File: src/rtl/sreg_readout_packer.sv
// Buffers 42-bit readback words from the shift-register controller and
// serialises each one as a 6-byte, MSB-first frame onto a valid/ready byte stream.
module sreg_readout_packer #(
    parameter int DEPTH = 4
) (
    input  logic                      clk,
    input  logic                      rst,
    input  logic                      din_valid,
    input  logic [41:0]               din,
    output logic                      m_valid,
    output logic [7:0]                m_data,
    output logic                      m_last,
    input  logic                      m_ready,
    output logic [$clog2(DEPTH):0]    level,
    output logic                      overflow,
    input  logic                      clr_overflow
);

    localparam int AW = $clog2(DEPTH);
    localparam logic [AW:0] FULL_LVL  = DEPTH[AW:0];
    localparam logic [AW:0] EMPTY_LVL = {(AW + 1){1'b0}};

    localparam logic [0:0] IDLE = 1'b0;
    localparam logic [0:0] SEND = 1'b1;

    logic [41:0]   mem_r [DEPTH];
    logic [AW-1:0] wr_ptr_r;
    logic [AW-1:0] rd_ptr_r;
    logic [AW:0]   level_r;
    logic          overflow_r;

    logic [0:0]    state_r;
    logic [47:0]   hold_r;
    logic [2:0]    idx_r;
    logic          m_valid_r;
    logic [7:0]    m_data_r;
    logic          m_last_r;

    logic          full_s;
    logic          empty_s;
    logic          push_s;
    logic          drop_s;
    logic          pop_s;
    logic          hs_s;
    logic [47:0]   head_s;

    // Byte k of a 48-bit frame, byte 0 being the most significant.
    function automatic logic [7:0] frame_byte(input logic [47:0] f, input logic [2:0] k);
        logic [7:0] b;
        case (k)
            3'd0:    b = f[47:40];
            3'd1:    b = f[39:32];
            3'd2:    b = f[31:24];
            3'd3:    b = f[23:16];
            3'd4:    b = f[15:8];
            3'd5:    b = f[7:0];
            default: b = 8'h00;
        endcase
        return b;
    endfunction

    // FIFO status and push/pop decisions; fullness is judged before any same-cycle pop.
    always_comb begin
        full_s  = (level_r == FULL_LVL);
        empty_s = (level_r == EMPTY_LVL);
        push_s  = din_valid && !full_s;
        drop_s  = din_valid && full_s;
        hs_s    = m_valid_r && m_ready;
        head_s  = {6'b000000, mem_r[rd_ptr_r]};
        if (state_r == IDLE) begin
            pop_s = !empty_s;
        end else begin
            pop_s = hs_s && (idx_r == 3'd5) && !empty_s;
        end
    end

    // FIFO storage; contents are don't-care until the pointers say otherwise.
    always_ff @(posedge clk) begin
        if (push_s) begin
            mem_r[wr_ptr_r] <= din;
        end
    end

    // FIFO pointers, occupancy and the sticky overflow flag.
    always_ff @(posedge clk) begin
        if (rst) begin
            wr_ptr_r   <= {AW{1'b0}};
            rd_ptr_r   <= {AW{1'b0}};
            level_r    <= EMPTY_LVL;
            overflow_r <= 1'b0;
        end else begin
            if (push_s) begin
                wr_ptr_r <= wr_ptr_r + AW'(1'b1);
            end
            if (pop_s) begin
                rd_ptr_r <= rd_ptr_r + AW'(1'b1);
            end
            case ({push_s, pop_s})
                2'b10:   level_r <= level_r + (AW + 1)'(1'b1);
                2'b01:   level_r <= level_r - (AW + 1)'(1'b1);
                default: level_r <= level_r;
            endcase
            // A drop in the same cycle as a clear keeps the flag set.
            if (drop_s) begin
                overflow_r <= 1'b1;
            end else if (clr_overflow) begin
                overflow_r <= 1'b0;
            end
        end
    end

    // Serialiser FSM driving the registered byte-stream outputs.
    always_ff @(posedge clk) begin
        if (rst) begin
            state_r   <= IDLE;
            hold_r    <= 48'h0;
            idx_r     <= 3'd0;
            m_valid_r <= 1'b0;
            m_data_r  <= 8'h00;
            m_last_r  <= 1'b0;
        end else begin
            case (state_r)
                IDLE: begin
                    if (pop_s) begin
                        state_r   <= SEND;
                        hold_r    <= head_s;
                        idx_r     <= 3'd0;
                        m_valid_r <= 1'b1;
                        m_data_r  <= head_s[47:40];
                        m_last_r  <= 1'b0;
                    end
                end
                SEND: begin
                    if (hs_s) begin
                        if (idx_r != 3'd5) begin
                            idx_r    <= idx_r + 3'd1;
                            m_data_r <= frame_byte(hold_r, idx_r + 3'd1);
                            m_last_r <= (idx_r == 3'd4);
                        end else if (pop_s) begin
                            // Next frame follows byte5 with no idle cycle.
                            hold_r    <= head_s;
                            idx_r     <= 3'd0;
                            m_valid_r <= 1'b1;
                            m_data_r  <= head_s[47:40];
                            m_last_r  <= 1'b0;
                        end else begin
                            state_r   <= IDLE;
                            idx_r     <= 3'd0;
                            m_valid_r <= 1'b0;
                            m_data_r  <= 8'h00;
                            m_last_r  <= 1'b0;
                        end
                    end
                end
                default: begin
                    state_r   <= IDLE;
                    idx_r     <= 3'd0;
                    m_valid_r <= 1'b0;
                    m_data_r  <= 8'h00;
                    m_last_r  <= 1'b0;
                end
            endcase
        end
    end

    assign m_valid  = m_valid_r;
    assign m_data   = m_data_r;
    assign m_last   = m_last_r;
    assign level    = level_r;
    assign overflow = overflow_r;

endmodule

File: config.mk
export PLATFORM = sky130hd
export DESIGN_NAME = sreg_readout_packer
export DESIGN_NICKNAME = d
export VERILOG_FILES = /design/src/rtl/sreg_readout_packer.sv
export SDC_FILE = /design/constraint.sdc
export NUM_CORES = 1
export LEC_CHECK = 0
export BUFFER_PORTS_ARGS = -buffer_cell sky130_fd_sc_hd__buf_2
export CAP_MARGIN = 40
export CORE_ASPECT_RATIO = 1.5
export CORE_UTILIZATION = 40
export CTS_CLUSTER_SIZE = 8
export DETAILED_ROUTE_END_ITERATION = 10
export GPL_ROUTABILITY_DRIVEN = 0
export SLEW_MARGIN = 0
export SYNTH_ARGS = -nofsm -noshare
export SYNTH_HDL_FRONTEND = slang
export SYNTH_SLANG_ARGS = --single-unit
File: constraint.sdc
create_clock -name clk -period 2.7 [get_ports clk]
set_clock_uncertainty 0.1 [all_clocks]
set_input_delay 0.27 -clock clk [delete_from_list [all_inputs] [get_ports clk]]
set_output_delay 0.27 -clock clk [all_outputs]
set_load 0.02 [all_outputs]
# Yosys cells after proc, flatten, opt, wreduce, memory -nomap -nowiden
# Memories as Yosys holds them, arrays and structs flattened. A register that Yosys moved wholly into a read port is not among the register bits.
# Index checks and enable logic that the tools add are counted.
classes:
  add_sub_neg: 5
  mul: 0
  div: 0
  order_cmp: 0
  n_eq_ne: 14
  shifts: 0
  muxes: 34
  bitwise: 1
  reduce_logical: 14
ops:
  columns: ["cell", "n"]
  rows:
  - ["2-to-1 mux 48 bit", 3]
  - ["one-hot mux 48 bit (2 select lines)", 1]
  - ["one-hot mux 8 bit (6 select lines)", 1]
  - ["2-to-1 mux 8 bit", 3]
  - ["one-hot mux 8 bit (2 select lines)", 1]
  - ["equality test 3 bit (second input constant)", 5]
  - ["2-to-1 mux 1 bit", 14]
  - ["one-hot mux 3 bit (2 select lines)", 2]
  - ["2-to-1 mux 3 bit", 3]
  - ["adder 3 x 1 -> 3 bit (second input constant)", 2]
  - ["equality test 3 x 2 -> 1 bit (second input constant)", 2]
  - ["zero test 3 bit", 2]
  - ["2-to-1 mux 2 bit", 3]
  - ["one-hot mux 1 bit (2 select lines)", 3]
  - ["logical AND 1 bit", 5]
  - ["adder 2 x 1 -> 2 bit (second input constant)", 2]
  - ["inequality test 2 bit (second input constant)", 2]
  - ["AND reduction 2 bit", 2]
  - ["nonzero test 2 bit", 2]
  - ["equality test 3 x 1 -> 1 bit (second input constant)", 1]
  - ["inequality test 3 bit (second input constant)", 1]
  - ["AND reduction 3 bit", 1]
  - ["subtractor 3 x 1 -> 3 bit (second input constant)", 1]
  - ["equality test 2 x 1 -> 1 bit (second input constant)", 1]
  - ["other kinds (4)", 5]
totals:
  ff_bits: 70
  latchBits: 0
  ramBits: 168
  romBits: 0
  in_bits: 47
  output_inout_bits: 14
  elab_cells: 79
  n_memories: 1
mem_list:
  columns: ["memory", "words", "width", "read_ports", "rd_clocked_by_memory_dff", "write_ports", "line", "text"]
  rows:
  - ["mem_r", 4, 42, 1, 1, 1, "26", "logic [41:0] mem_r [DEPTH];"]

# Longest topological paths before layout
logic_depth:
  depth_word: 8
  mapped_depth: 10
  ltp_nobuf: 9

# Least setup slack after synthesis
# OpenSTA, ideal clock, no wires.
synth_timing:
  kind: "reg-to-reg"
  startpoint: "register level_r[0], in the netlist level[0]"
  endpoint: "memory mem_r[1][0], enable pin"
  setup_time_ps: 403
  arrival_ps: 2103
  required_ps: 2197
  slack_ps: 93
  stages_incl_launch_ff: 4
  n_path_buf: 0
  synth_period_minus_slack_ps: 2607
  path_cell_list: "dfxtp_1 nor2_1 a21boi_1 and2_1"
synth_between:
  elab_chain_cells: 5
synth_lines:
  columns: ["item", "line", "text"]
  rows:
  - ["start, declared", "29", "logic [AW:0] level_r;"]
  - ["start signal, assigned", "99", "2'b10: level_r <= level_r + (AW + 1)'(1'b1);"]
  - ["start signal, assigned", "100", "2'b01: level_r <= level_r - (AW + 1)'(1'b1);"]
  - ["start signal, assigned", "101", "default: level_r <= level_r;"]
  - ["equality test 3 bit", "64", "full_s = (level_r == FULL_LVL);"]
  - ["zero test 1 bit", "66", "push_s = din_valid && !full_s;"]
  - ["logical AND 1 bit", "66", null]
  - ["2-to-1 mux 1 bit", "79", "if (push_s) begin"]
  - ["2-to-1 mux 1 bit (not written as such)", "80", "mem_r[wr_ptr_r] <= din;"]
  - ["end, declared", "26", null]
# Every way passes these cells.

# Worst setup path after layout
layout_timing:
  startpoint: "register level_r[1], in the netlist level[1]"
  endpoint: "register level_r[2], in the netlist level[2]"
layout_between:
  elab_chain_cells: 6
  word_cells_on_any_way: 13
  classes_between: "add/sub: 2; eq/ne: 3; mux: 2; reduce/logical: 6"
layout_lines:
  columns: ["item", "line", "text"]
  rows:
  - ["zero test 3 bit *", "65", "empty_s = (level_r == EMPTY_LVL);"]
  - ["zero test 1 bit *", "71, 73", null]
  - ["logical AND 1 bit", "73", "pop_s = hs_s && (idx_r == 3'd5) && !empty_s;"]
  - ["2-to-1 mux 1 bit *", "70", "if (state_r == IDLE) begin"]
  - ["net pop_s", "43", "logic pop_s;"]
  - ["equality test 2 x 1 -> 1 bit or equality test 2 bit (tied branches)", "98", "case ({push_s, pop_s})"]
  - ["one-hot mux 3 bit (2 select lines) or nonzero test 2 bit (tied branches)", null, null]
# Mark *: on every way through the listed nets, which the timed path passes. The rest lies on a longest branch.
# A chain may end at the register's enable or synchronous reset.

==> results.yml <==
run_status:
  status: "finished, violations left"
  violations: "design-rule violations"
route:
  vias: 5165
  wl_met3_um: 481
  routed_via_density: 5.308
  drt-total-wl_um: 18090
  route.met2.wl_um: 10130
  first_iter_violations: 304
  route.layer.met1.wl_um: 7085
  ant_nets: 0
  wl_per_cell_um: 18.59
  remaining_drc_errors: 6
  dr.pass1.iters: 7
  top_layer_used: "met4"
synthesis:
  yosysUniqueCellTypes: 47
  synth_nets: 609
  synth_seq_cells: 234
  avgSynthCellArea_um2: 16.31
  yosys_warnings: 0
  yosysSeqAreaShare_pct: 70.22
  netlist_area_um2: 9066
  netlist_instances: 556
  synthFlopType: "edfxtp_1"
  ys_async_sr_fraction_pct: 0
  synth-edff-count: 168
timing:
  timing.final.ws_setup_ns: 0.3880
  finalCriticalPeriod_ns: 2.312
  slew_headroom_pct: 63.37
  timing.fmax_mhz: 432.5
  rsz0062_at_grt: "false"
  finalHoldViolations: 0
  tightest_slew_ns: 0.5494
  finalSetupViolations: 0
  finalCritPeriodShare_pct: 85.63
  setup-tns-final_ns: 0
  drv_slew: 0
worst_setup_path:
  arrival_ns: 2.62
  crit_type: "reg -> reg"
  cp_data_required_time_ns: 3.01
  crit_path_end_kind: "register"
  ff2ff_setup_slack_ns: 0.39
  critPathMaxFanout: 6
  crit_path_start_kind: "register"
power:
  cellLeakagePower_nw: 3.783
  power_frac_clock_pct: 33.4
  p_seq_share_pct: 41.4
  irDropWorstVdd_uv: 390.3
  power_switching_mw: 3.453
  combPwrFrac_pct: 25.2
  switching_share_pct: 29.42
  internal_power_mw: 8.284
  powerDensity_nw_per_um2: 1053
cts:
  cts_setup_buffers: 0
  clk_pin_slew_worst_paths_ns: 0.05
  cts_buffer_depth: 3
  clk_latency_ns: 0.49
  cts_max_level: 2
  cts_tree: "yes"
  cts_resized: 0
  cts_root_buf: "clkbuf_16"
  clock_sinks: 234
  cts_buffers: 35
place:
  pre_cts_ws_ns: 0.3948
  dp_cells: 868
  port_buffers: 60
  dp_hpwl_um: 11090
  place_area_um2: 9692
grt:
  track_usage_pct: 16.35
  gr-total-overflow: 0
  antenna_found_initial: 0
  grt_pass1_vias: 5694
  grt_first_pass_wirelength_um: 29720
  grt_max_degree: 47
floorplan:
  row_count: 67
  die_h_um: 186.4
  initial_core_util_pct: 40.66
  ios: 61
  die-area_um2: 23280
  fp.coreArea_um2: 22300
  die_w_um: 124.9
finish:
  area_delta_synth_final_pct: 22.98
  nNetsFinal: 726
  drive_gt1_share_pct: 25.25
  final_cell_mix: "edfxtp_1, dfxtp_1, buf_2, a21oi_1"
  diodes: 0
  mostFrequentLayoutCell: "edfxtp_1"
  stdcell_count: 973
  design_area_um2: 11150
hold_path:
  hold_class: "in -> reg"
job:
  cap_violations: 0
-- final cells by class --
class	instances	area [um2]
fillers	1876	11150
flip-flops and latches	234	6369
multi-input cells	272	2462
clock buffers	58	983.4
repair buffers	122	925.9
well taps	276	345.3
clock inverters	3	33.78
inverters	8	30.03
-- layer usage --
layer  up-vias  track usage [%]
li1       2425                -
met2        85            31.24
met4         0            5.910
met1      2626            18.16
met3        29            2.523
met5         -                0
-- power groups by stage --
stage	registers [mW]	logic, mW	clock network [mW]
2_1_floorplan	4.85	2.18	0
3_3_place_gp	4.89	2.90	0
3_5_place_dp	4.93	2.96	0
4_1_cts	4.87	3.03	3.99
5_1_grt	4.92	3.27	4.16
6_report	4.86	2.96	3.92
-- worst max-delay path, cell delays in order, from the launching register on --
cell	delay, ns
dfxtp_1	0.39
or3_1	0.36
nand2_1	0.10
inv_1	0.06
ha_1	0.22
fa_1	0.39
xnor2_1	0.15
or3_1	0.31
a21oi_1	0.16
-- through the flow --
| stage | utilization [%] | hold slack, ns | power, mW |
|---|---|---|---|
| finish | 50.00 | 0.07134 | 11.74 |
| global route | 50.00 | 0.07810 | 12.35 |
| CTS | 50.00 | 0.05347 | 11.88 |
| detailed placement | 43.46 | 0.3596 | 7.893 |
| global placement | 43.46 | 0.3491 | 7.794 |
| floorplan | - | 0.2689 | 7.020 |
-- logic make-up (layout without fill, tap and decap cells) --
logic type | after synthesis | count (layout) | synth area share [%]
fa+ha+maj | 6 | 6 | 0.9109
compound gates | 124 | 124 | 7.977
xor+xnor | 4 | 4 | 0.3865
mux | 54 | 54 | 12.95
buf+inv | 50 | 191 | 2.746
flops | 234 | 234 | 70.22
simple gates | 84 | 84 | 4.816
-- final timing paths --
kind / from / end / depth (start not counted)
setup / recovery: level[1] / level[2] / 8
hold reg to reg: m_data[2] / m_data[2] / 1
setup reg to reg: level[1] / level[2] / 8
hold / removal: rst / idx_r[2] / 2
-- cells in the mapped netlist, types with 3 or more instances --
cell type	count	share of area, %
o21ai_0	42	2.3
ha_1	5	0.69
nand2_1	4	0.17
buf_4	4	0.33
or3_1	3	0.21
mux4_1	5	1.4
clkbuf_1	15	0.62
dfxtp_1	66	15
mux2i_1	4	0.44
o2bb2ai_1	6	0.58
nor2_1	16	0.66
and2_1	4	0.28
buf_2	13	0.72
nor2b_1	6	0.41
a21oi_1	55	3.0
mux4_2	44	11
buf_1	6	0.25
nand3_1	44	2.4
o21ai_1	4	0.22
edfxtp_1	168	56
inv_1	8	0.33
buf_6	4	0.50
-- sequential cells by signal, indices dropped and copies added (netlist names), named ones only --
| register | cells |
|---|---|
| idx_r | 3 |
| hold_r | 42 |
| state_r | 1 |
| m_valid | 1 |
| overflow | 1 |
| m_last | 1 |
| rd_ptr_r | 2 |
| mem_r | 168 |
| wr_ptr_r | 2 |
| m_data | 8 |
| level | 3 |
-- what timing repair did --
action                                  4_1_cts  5_1_grt
endpoints found under the setup margin        0        0
hold buffers                                 44        0
endpoints found under the hold margin       169        0
Note: power is estimated with default switching activity, not from simulation.
